$ cat src/rtl/vx_elastic_pipe.sv
// vx_elastic_pipe
//   Elastic valid/ready pipeline with two flavours:
//     MODE 0 - bubble-collapsing pipe. One entry per stage. A stage accepts
//              when it is empty or when the stage after it accepts, so a
//              bubble lets upstream stages advance while the output stalls.
//              ready_in is combinational from ready_out through full stages.
//     MODE 1 - skid pipe. Each stage has a main and a skid register, and its
//              upstream ready is a flop. There is no combinational path from
//              ready_out to ready_in.
//   STAGES = 0 gives a plain combinational passthrough.
//
// Ports
//   clk        rising-edge clock
//   reset_n    asynchronous active-low reset (clears valid state only)
//   flush      synchronous discard of every held entry
//   valid_in   upstream valid         ready_in   upstream ready
//   data_in    upstream payload
//   valid_out  downstream valid       ready_out  downstream ready
//   data_out   downstream payload
//   count      number of entries currently held
module vx_elastic_pipe #(
   parameter  int DATAW  = 32,
   parameter  int STAGES = 2,
   parameter  int MODE   = 0,
   localparam int CAP    = (MODE == 0) ? STAGES : 2 * STAGES,
   localparam int CW     = (CAP == 0) ? 1 : $clog2(CAP + 1)
) (
   input  logic             clk,
   input  logic             reset_n,
   input  logic             flush,
   input  logic             valid_in,
   output logic             ready_in,
   input  logic [DATAW-1:0] data_in,
   output logic             valid_out,
   input  logic             ready_out,
   output logic [DATAW-1:0] data_out,
   output logic [CW-1:0]    count
);

   if (STAGES == 0) begin : g_pass
      assign ready_in  = ready_out;
      assign valid_out = valid_in;
      assign data_out  = data_in;
      assign count     = {CW{1'b0}};
   end else begin : g_pipe
      logic          accept_s;
      logic          deliver_s;
      logic [CW-1:0] count_r;

      if (MODE == 0) begin : g_bubble
         logic [STAGES-1:0] valid_r;
         logic [STAGES-1:0] stage_ready_s;
         logic [STAGES-1:0] up_valid_s;
         logic [DATAW-1:0]  data_r     [STAGES];
         logic [DATAW-1:0]  up_data_s  [STAGES];

         // Ready chain: a stage is ready if it or any stage below it is empty, or the sink is ready.
         always_comb begin : ready_chain
            logic chain_v;
            chain_v       = ready_out;
            stage_ready_s = {STAGES{1'b0}};
            for (int k = STAGES - 1; k >= 0; k--) begin
               chain_v          = chain_v | ~valid_r[k];
               stage_ready_s[k] = chain_v;
            end
         end

         // Upstream feed of each stage: the input port for stage 0, the previous stage otherwise.
         always_comb begin
            up_valid_s   = {STAGES{1'b0}};
            up_valid_s[0] = valid_in;
            up_data_s[0]  = data_in;
            for (int k = 1; k < STAGES; k++) begin
               up_valid_s[k] = valid_r[k-1];
               up_data_s[k]  = data_r[k-1];
            end
         end

         // Stage valid bits; flush wins over any concurrent load.
         always_ff @(posedge clk or negedge reset_n) begin
            if (!reset_n) begin
               valid_r <= {STAGES{1'b0}};
            end else if (flush) begin
               valid_r <= {STAGES{1'b0}};
            end else begin
               for (int k = 0; k < STAGES; k++) begin
                  if (stage_ready_s[k]) begin
                     valid_r[k] <= up_valid_s[k];
                  end
               end
            end
         end

         // Stage payloads load only with a valid word; never reset.
         always_ff @(posedge clk) begin
            for (int k = 0; k < STAGES; k++) begin
               if (stage_ready_s[k] && up_valid_s[k] && !flush) begin
                  data_r[k] <= up_data_s[k];
               end
            end
         end

         assign ready_in  = stage_ready_s[0] & ~flush;
         assign valid_out = valid_r[STAGES-1];
         assign data_out  = data_r[STAGES-1];
      end else begin : g_skid
         logic [STAGES-1:0] main_v_r;
         logic [STAGES-1:0] skid_v_r;
         logic [STAGES-1:0] rdy_r;
         logic [STAGES-1:0] in_valid_s;
         logic [STAGES-1:0] dn_ready_s;
         logic [STAGES-1:0] acc_s;
         logic [STAGES-1:0] dlv_s;
         logic [STAGES-1:0] main_v_nx_s;
         logic [STAGES-1:0] skid_v_nx_s;
         logic [STAGES-1:0] main_from_skid_s;
         logic [STAGES-1:0] load_main_s;
         logic [STAGES-1:0] load_skid_s;
         logic [DATAW-1:0]  main_d_r  [STAGES];
         logic [DATAW-1:0]  skid_d_r  [STAGES];
         logic [DATAW-1:0]  in_data_s [STAGES];

         // Stage links: feed from the previous main register, ready from the next stage's flop.
         always_comb begin
            in_valid_s    = {STAGES{1'b0}};
            dn_ready_s    = {STAGES{1'b0}};
            in_valid_s[0] = valid_in;
            in_data_s[0]  = data_in;
            for (int k = 1; k < STAGES; k++) begin
               in_valid_s[k] = main_v_r[k-1];
               in_data_s[k]  = main_d_r[k-1];
            end
            for (int k = 0; k < STAGES - 1; k++) begin
               dn_ready_s[k] = rdy_r[k+1];
            end
            dn_ready_s[STAGES-1] = ready_out;
         end

         // Per-stage next state. A held skid word always refills main before new input;
         // rdy_r is low whenever the skid is full, so accept and skid-valid never coincide.
         always_comb begin
            acc_s            = {STAGES{1'b0}};
            dlv_s            = {STAGES{1'b0}};
            main_v_nx_s      = {STAGES{1'b0}};
            skid_v_nx_s      = {STAGES{1'b0}};
            main_from_skid_s = {STAGES{1'b0}};
            load_main_s      = {STAGES{1'b0}};
            load_skid_s      = {STAGES{1'b0}};
            for (int k = 0; k < STAGES; k++) begin
               acc_s[k] = in_valid_s[k] & rdy_r[k];
               dlv_s[k] = main_v_r[k] & dn_ready_s[k];
               if (!main_v_r[k] || dlv_s[k]) begin
                  if (skid_v_r[k]) begin
                     main_v_nx_s[k]      = 1'b1;
                     skid_v_nx_s[k]      = 1'b0;
                     main_from_skid_s[k] = 1'b1;
                  end else begin
                     main_v_nx_s[k] = acc_s[k];
                     skid_v_nx_s[k] = 1'b0;
                     load_main_s[k] = acc_s[k];
                  end
               end else begin
                  main_v_nx_s[k] = 1'b1;
                  skid_v_nx_s[k] = skid_v_r[k] | acc_s[k];
                  load_skid_s[k] = acc_s[k];
               end
            end
         end

         // Valid, skid-valid and registered ready; ready stays low while reset is held.
         always_ff @(posedge clk or negedge reset_n) begin
            if (!reset_n) begin
               main_v_r <= {STAGES{1'b0}};
               skid_v_r <= {STAGES{1'b0}};
               rdy_r    <= {STAGES{1'b0}};
            end else if (flush) begin
               main_v_r <= {STAGES{1'b0}};
               skid_v_r <= {STAGES{1'b0}};
               rdy_r    <= {STAGES{1'b1}};
            end else begin
               main_v_r <= main_v_nx_s;
               skid_v_r <= skid_v_nx_s;
               rdy_r    <= ~skid_v_nx_s;
            end
         end

         // Main and skid payloads; never reset.
         always_ff @(posedge clk) begin
            for (int k = 0; k < STAGES; k++) begin
               if (!flush) begin
                  if (main_from_skid_s[k]) begin
                     main_d_r[k] <= skid_d_r[k];
                  end else if (load_main_s[k]) begin
                     main_d_r[k] <= in_data_s[k];
                  end
                  if (load_skid_s[k]) begin
                     skid_d_r[k] <= in_data_s[k];
                  end
               end
            end
         end

         assign ready_in  = rdy_r[0] & ~flush;
         assign valid_out = main_v_r[STAGES-1];
         assign data_out  = main_d_r[STAGES-1];
      end

      assign accept_s  = valid_in & ready_in;
      assign deliver_s = valid_out & ready_out;

      // Occupancy counter: +1 on accept, -1 on deliver, cleared by flush.
      always_ff @(posedge clk or negedge reset_n) begin
         if (!reset_n) begin
            count_r <= {CW{1'b0}};
         end else if (flush) begin
            count_r <= {CW{1'b0}};
         end else begin
            count_r <= count_r + CW'(accept_s) - CW'(deliver_s);
         end
      end

      assign count = count_r;
   end

endmodule

$ cat config.mk
export PLATFORM = sky130hd
export DESIGN_NAME = vx_elastic_pipe
export DESIGN_NICKNAME = d
export VERILOG_FILES = /design/src/rtl/vx_elastic_pipe.sv
export SDC_FILE = /design/constraint.sdc
export NUM_CORES = 1
export LEC_CHECK = 0
export CAP_MARGIN = 0
export CORE_MARGIN = 4
export CORE_UTILIZATION = 30
export DETAILED_ROUTE_END_ITERATION = 8
export GPL_TIMING_DRIVEN = 0
export SLEW_MARGIN = 30
export SYNTH_ARGS = -nofsm -noshare
export SYNTH_HDL_FRONTEND = slang
export SYNTH_SLANG_ARGS = --single-unit
$ cat constraint.sdc
create_clock -name clk -period 4.1 [get_ports clk]
set_input_delay 0.615 -clock clk [delete_from_list [all_inputs] [get_ports clk]]
set_output_delay 0.615 -clock clk [all_outputs]
set_load 0.01 [all_outputs]
==> impl_metrics.tcl <==
set metrics [dict create \
    initial_core_util_pct 31.0 \
    crit_path_start "ready_out" \
    place_hpwl_microns 2850 \
    drc 0 \
    cts.hold.buffers_added 0 \
    hold_depth 0 \
    fin_hold_ws_ns 0.415 \
    grt_first_pass_wirelength_microns 5820 \
    setup_violations 0 \
    postRouteAntennaNets 0 \
    die_ar_sq_um 9480 \
    fin_total_pwr_mw 1.47 \
    vias_in_the_first_global_route 1179 \
    antenna_found_initial 0 \
    worst_max_slew_margin_expressed_relative_to_the_limit_pct 62.8 \
    final-hold-violation-count 0 \
    setup.worst_path.class "input pin to output port" \
    clock-root-buffer "sky130_fd_sc_hd__clkbuf_8" \
    whs_endpoint "g_pipe.g_bubble.data_r[0][62]" \
    pwr_density_cell_nw_per_um2 417 \
    worst_skew_pair.late_latency_ns 0.32 \
    worst_setup_hold_path_clk_slew_ns 0.07 \
    crit_fanout 4 \
    drt_pre_antenna_iters 3 \
    leakagePower_nw 1.30 \
    area_grow_syn2layout_pct 47.4 \
    worst_pin_slew_ns 0.555 \
    place.gp.congestion 0.653 \
    avgViaCountPerCell 3.78 \
    final_net_count 246 \
    fillers 660 \
    synth-seq-area-share_pct 84.4 \
    final_core_util_pct 45.7 \
    numPortBuffers 72 \
    r2r-end "g_pipe.g_bubble.data_r[0][13]" \
    globalRoute.totalOverflow 0 \
    clock_tree.buffer_depth 2 \
    floorplan.die.width_microns 97.3 \
    synth.distinct_cells 15 \
    io_pins 73 \
    grt_start_max_net_pins 12 \
    cts_buffers 9 \
    worstPathArrival_ns 1.97 \
    layout-drive-gt1-share_pct 28.4 \
    antenna-diode-count 0 \
    multiInputGateArea_sq_um 135 \
    core.rowCount 32 \
    route.vias.total 1184 \
    fmax_mhz 387 \
    core_area_sq_um 7730 \
    buffers_inserted_by_post_cts_timing_repair 0 \
    reg2reg_depth 5 \
    grtUsageTotal_pct 8.23 \
    cts_h_tree_depth 3 \
    cts_resized 0 \
    route.detailed.wl_per_inst_microns 12.0 \
    timing.final.crit_share_pct 63.0 \
    syn_area_per_cell_sq_um 20.6 \
    slew_violations 0 \
    power.ir.vdd_worst_uv 190 \
    timing.critical_path.to_type "output port" \
    ys_seq_elements 68 \
    hold_start "g_pipe.g_bubble.data_r[0][30]" \
    netlist_area_before_placement_sq_um 2390 \
    yosys_warnings 0 \
    syn_nets 155 \
    tritoncts "done" \
    setup_repair_after_global_routing_missed_its_margin "no" \
    fin_skew_ns 0.00442 \
    wirelength_microns 3760 \
    startpoint_type "input pin" \
    r2r_setup_slack_ns 2.14 \
    syn_inst 116 \
    initialDrtViolationCount 15 \
    startpoint_of_the_lowest_slack_register_to_register_path "g_pipe.g_bubble.valid_r[1]" \
    worstHoldPathType "register to register" \
    final-seq-area_sq_um 2020 \
    maximum_capacitance_violations 0 \
    period_minus_slack_ns 2.58 \
    run_status "finished clean" \
    die_h_microns 97.3 \
    worstPathRequired_ns 3.48 \
    cts.sink_count 68 \
]
[cell families (layout without fill, tap and decap cells)]
kind of cell	after synthesis	in the layout	share of synthesized area, %
AOI/OAI and AO/OA	2	2	0.836
xor gates and xnor gates	1	1	0.940
adders and majority gates	2	2	1.04
buffers and inverters	34	129	10.3
DFF	68	68	84.4
and+or+nand+nor	9	9	2.40
[sequential cells by signal (all words and copies together), names as in the netlist]
register,count
count,2
g_pipe.g_bubble.data_r,64
g_pipe.g_bubble.valid_r,2
[worst max path at each step]
stage / endpoint / depth (start not counted)
6_report: ready_in / 4
5_1_grt: ready_in / 4
4_1_cts: ready_in / 4
3_5_place_dp: g_pipe.g_bubble.data_r[0][5] / 6
3_3_place_gp: g_pipe.g_bubble.data_r[0][42] / 3
2_1_floorplan: g_pipe.g_bubble.data_r[0][32] / 2
[power breakdown]
part / switching, mW / internal [mW]
Combinational: 0.0344 / 0.0704
Sequential: 0.00700 / 0.789
Clock: 0.235 / 0.337
[area by class of cell]
class / count / area share, %
flip-flops and latches: 68 / 57.3
repair buffers: 80 / 22.4
plain buffers: 32 / 6.81
multi-input cells: 14 / 3.83
clock buffers: 10 / 3.62
well taps: 102 / 3.62
clock inverters: 5 / 2.20
inverters: 2 / 0.213
[worst max-delay path, cell delays in order]
cell                              delay (ns)
sky130_fd_sc_hd__clkdlybuf4s50_1        0.49
sky130_fd_sc_hd__and3b_1                0.23
sky130_fd_sc_hd__nor2_1                 0.10
sky130_fd_sc_hd__clkdlybuf4s50_1        0.54
[Yosys cell counts]
cell / number / area (sq um)
sky130_fd_sc_hd__edfxtp_1: 64 / 1920
sky130_fd_sc_hd__buf_4: 32 / 240
sky130_fd_sc_hd__dfrtp_1: 4 / 100
sky130_fd_sc_hd__ha_1: 2 / 25.0
sky130_fd_sc_hd__inv_1: 2 / 7.51
sky130_fd_sc_hd__nor2_1: 2 / 7.51
sky130_fd_sc_hd__o21ba_2: 2 / 20.0
sky130_fd_sc_hd__and2_2: 1 / 7.51
sky130_fd_sc_hd__and2b_2: 1 / 8.76
sky130_fd_sc_hd__and3b_1: 1 / 8.76
sky130_fd_sc_hd__nor2b_1: 1 / 6.26
sky130_fd_sc_hd__nor3_1: 1 / 5.00
sky130_fd_sc_hd__nor3b_1: 1 / 7.51
sky130_fd_sc_hd__or3_1: 1 / 6.26
sky130_fd_sc_hd__xnor3_1: 1 / 22.5
[through the flow]
step / cells / setup WS, ns / cell area, sq um / setup TNS [ns]
finish: 313 / 1.52 / 3530 / 0
detailed placement: 298 / 1.43 / 3320 / 0
floorplan: 116 / 0.422 / 2390 / 0
CTS: 313 / 1.51 / 3530 / 0
global route: 313 / 1.45 / 3530 / 0
global placement: 290 / -1.18 / 3240 / -68.75
[per-layer routing]
metal	share of wire, %	vias to the layer above	track usage (%)	wire, microns
li1	-	572	-	-
met1	45	548	10.3	1680
met2	46	56	12.3	1720
met3	7.7	8	3.16	291
met4	1.9	0	4.47	70
met5	0	-	0	0
[cells in the final DEF, fill, tap and decap left out, types with 2 or more instances in the layout]
cell type                         instances
sky130_fd_sc_hd__o21ba_2                  2
sky130_fd_sc_hd__nor2_1                   2
sky130_fd_sc_hd__inv_1                    2
sky130_fd_sc_hd__buf_6                    3
sky130_fd_sc_hd__dfrtp_1                  4
sky130_fd_sc_hd__clkbuf_8                 9
sky130_fd_sc_hd__buf_4                   37
sky130_fd_sc_hd__clkdlybuf4s50_1         72
sky130_fd_sc_hd__clkinv_2                 2
sky130_fd_sc_hd__bufinv_16                2
sky130_fd_sc_hd__edfxtp_1                64
sky130_fd_sc_hd__ha_1                     2
No activity file was read; power rests on OpenSTA's default activity.
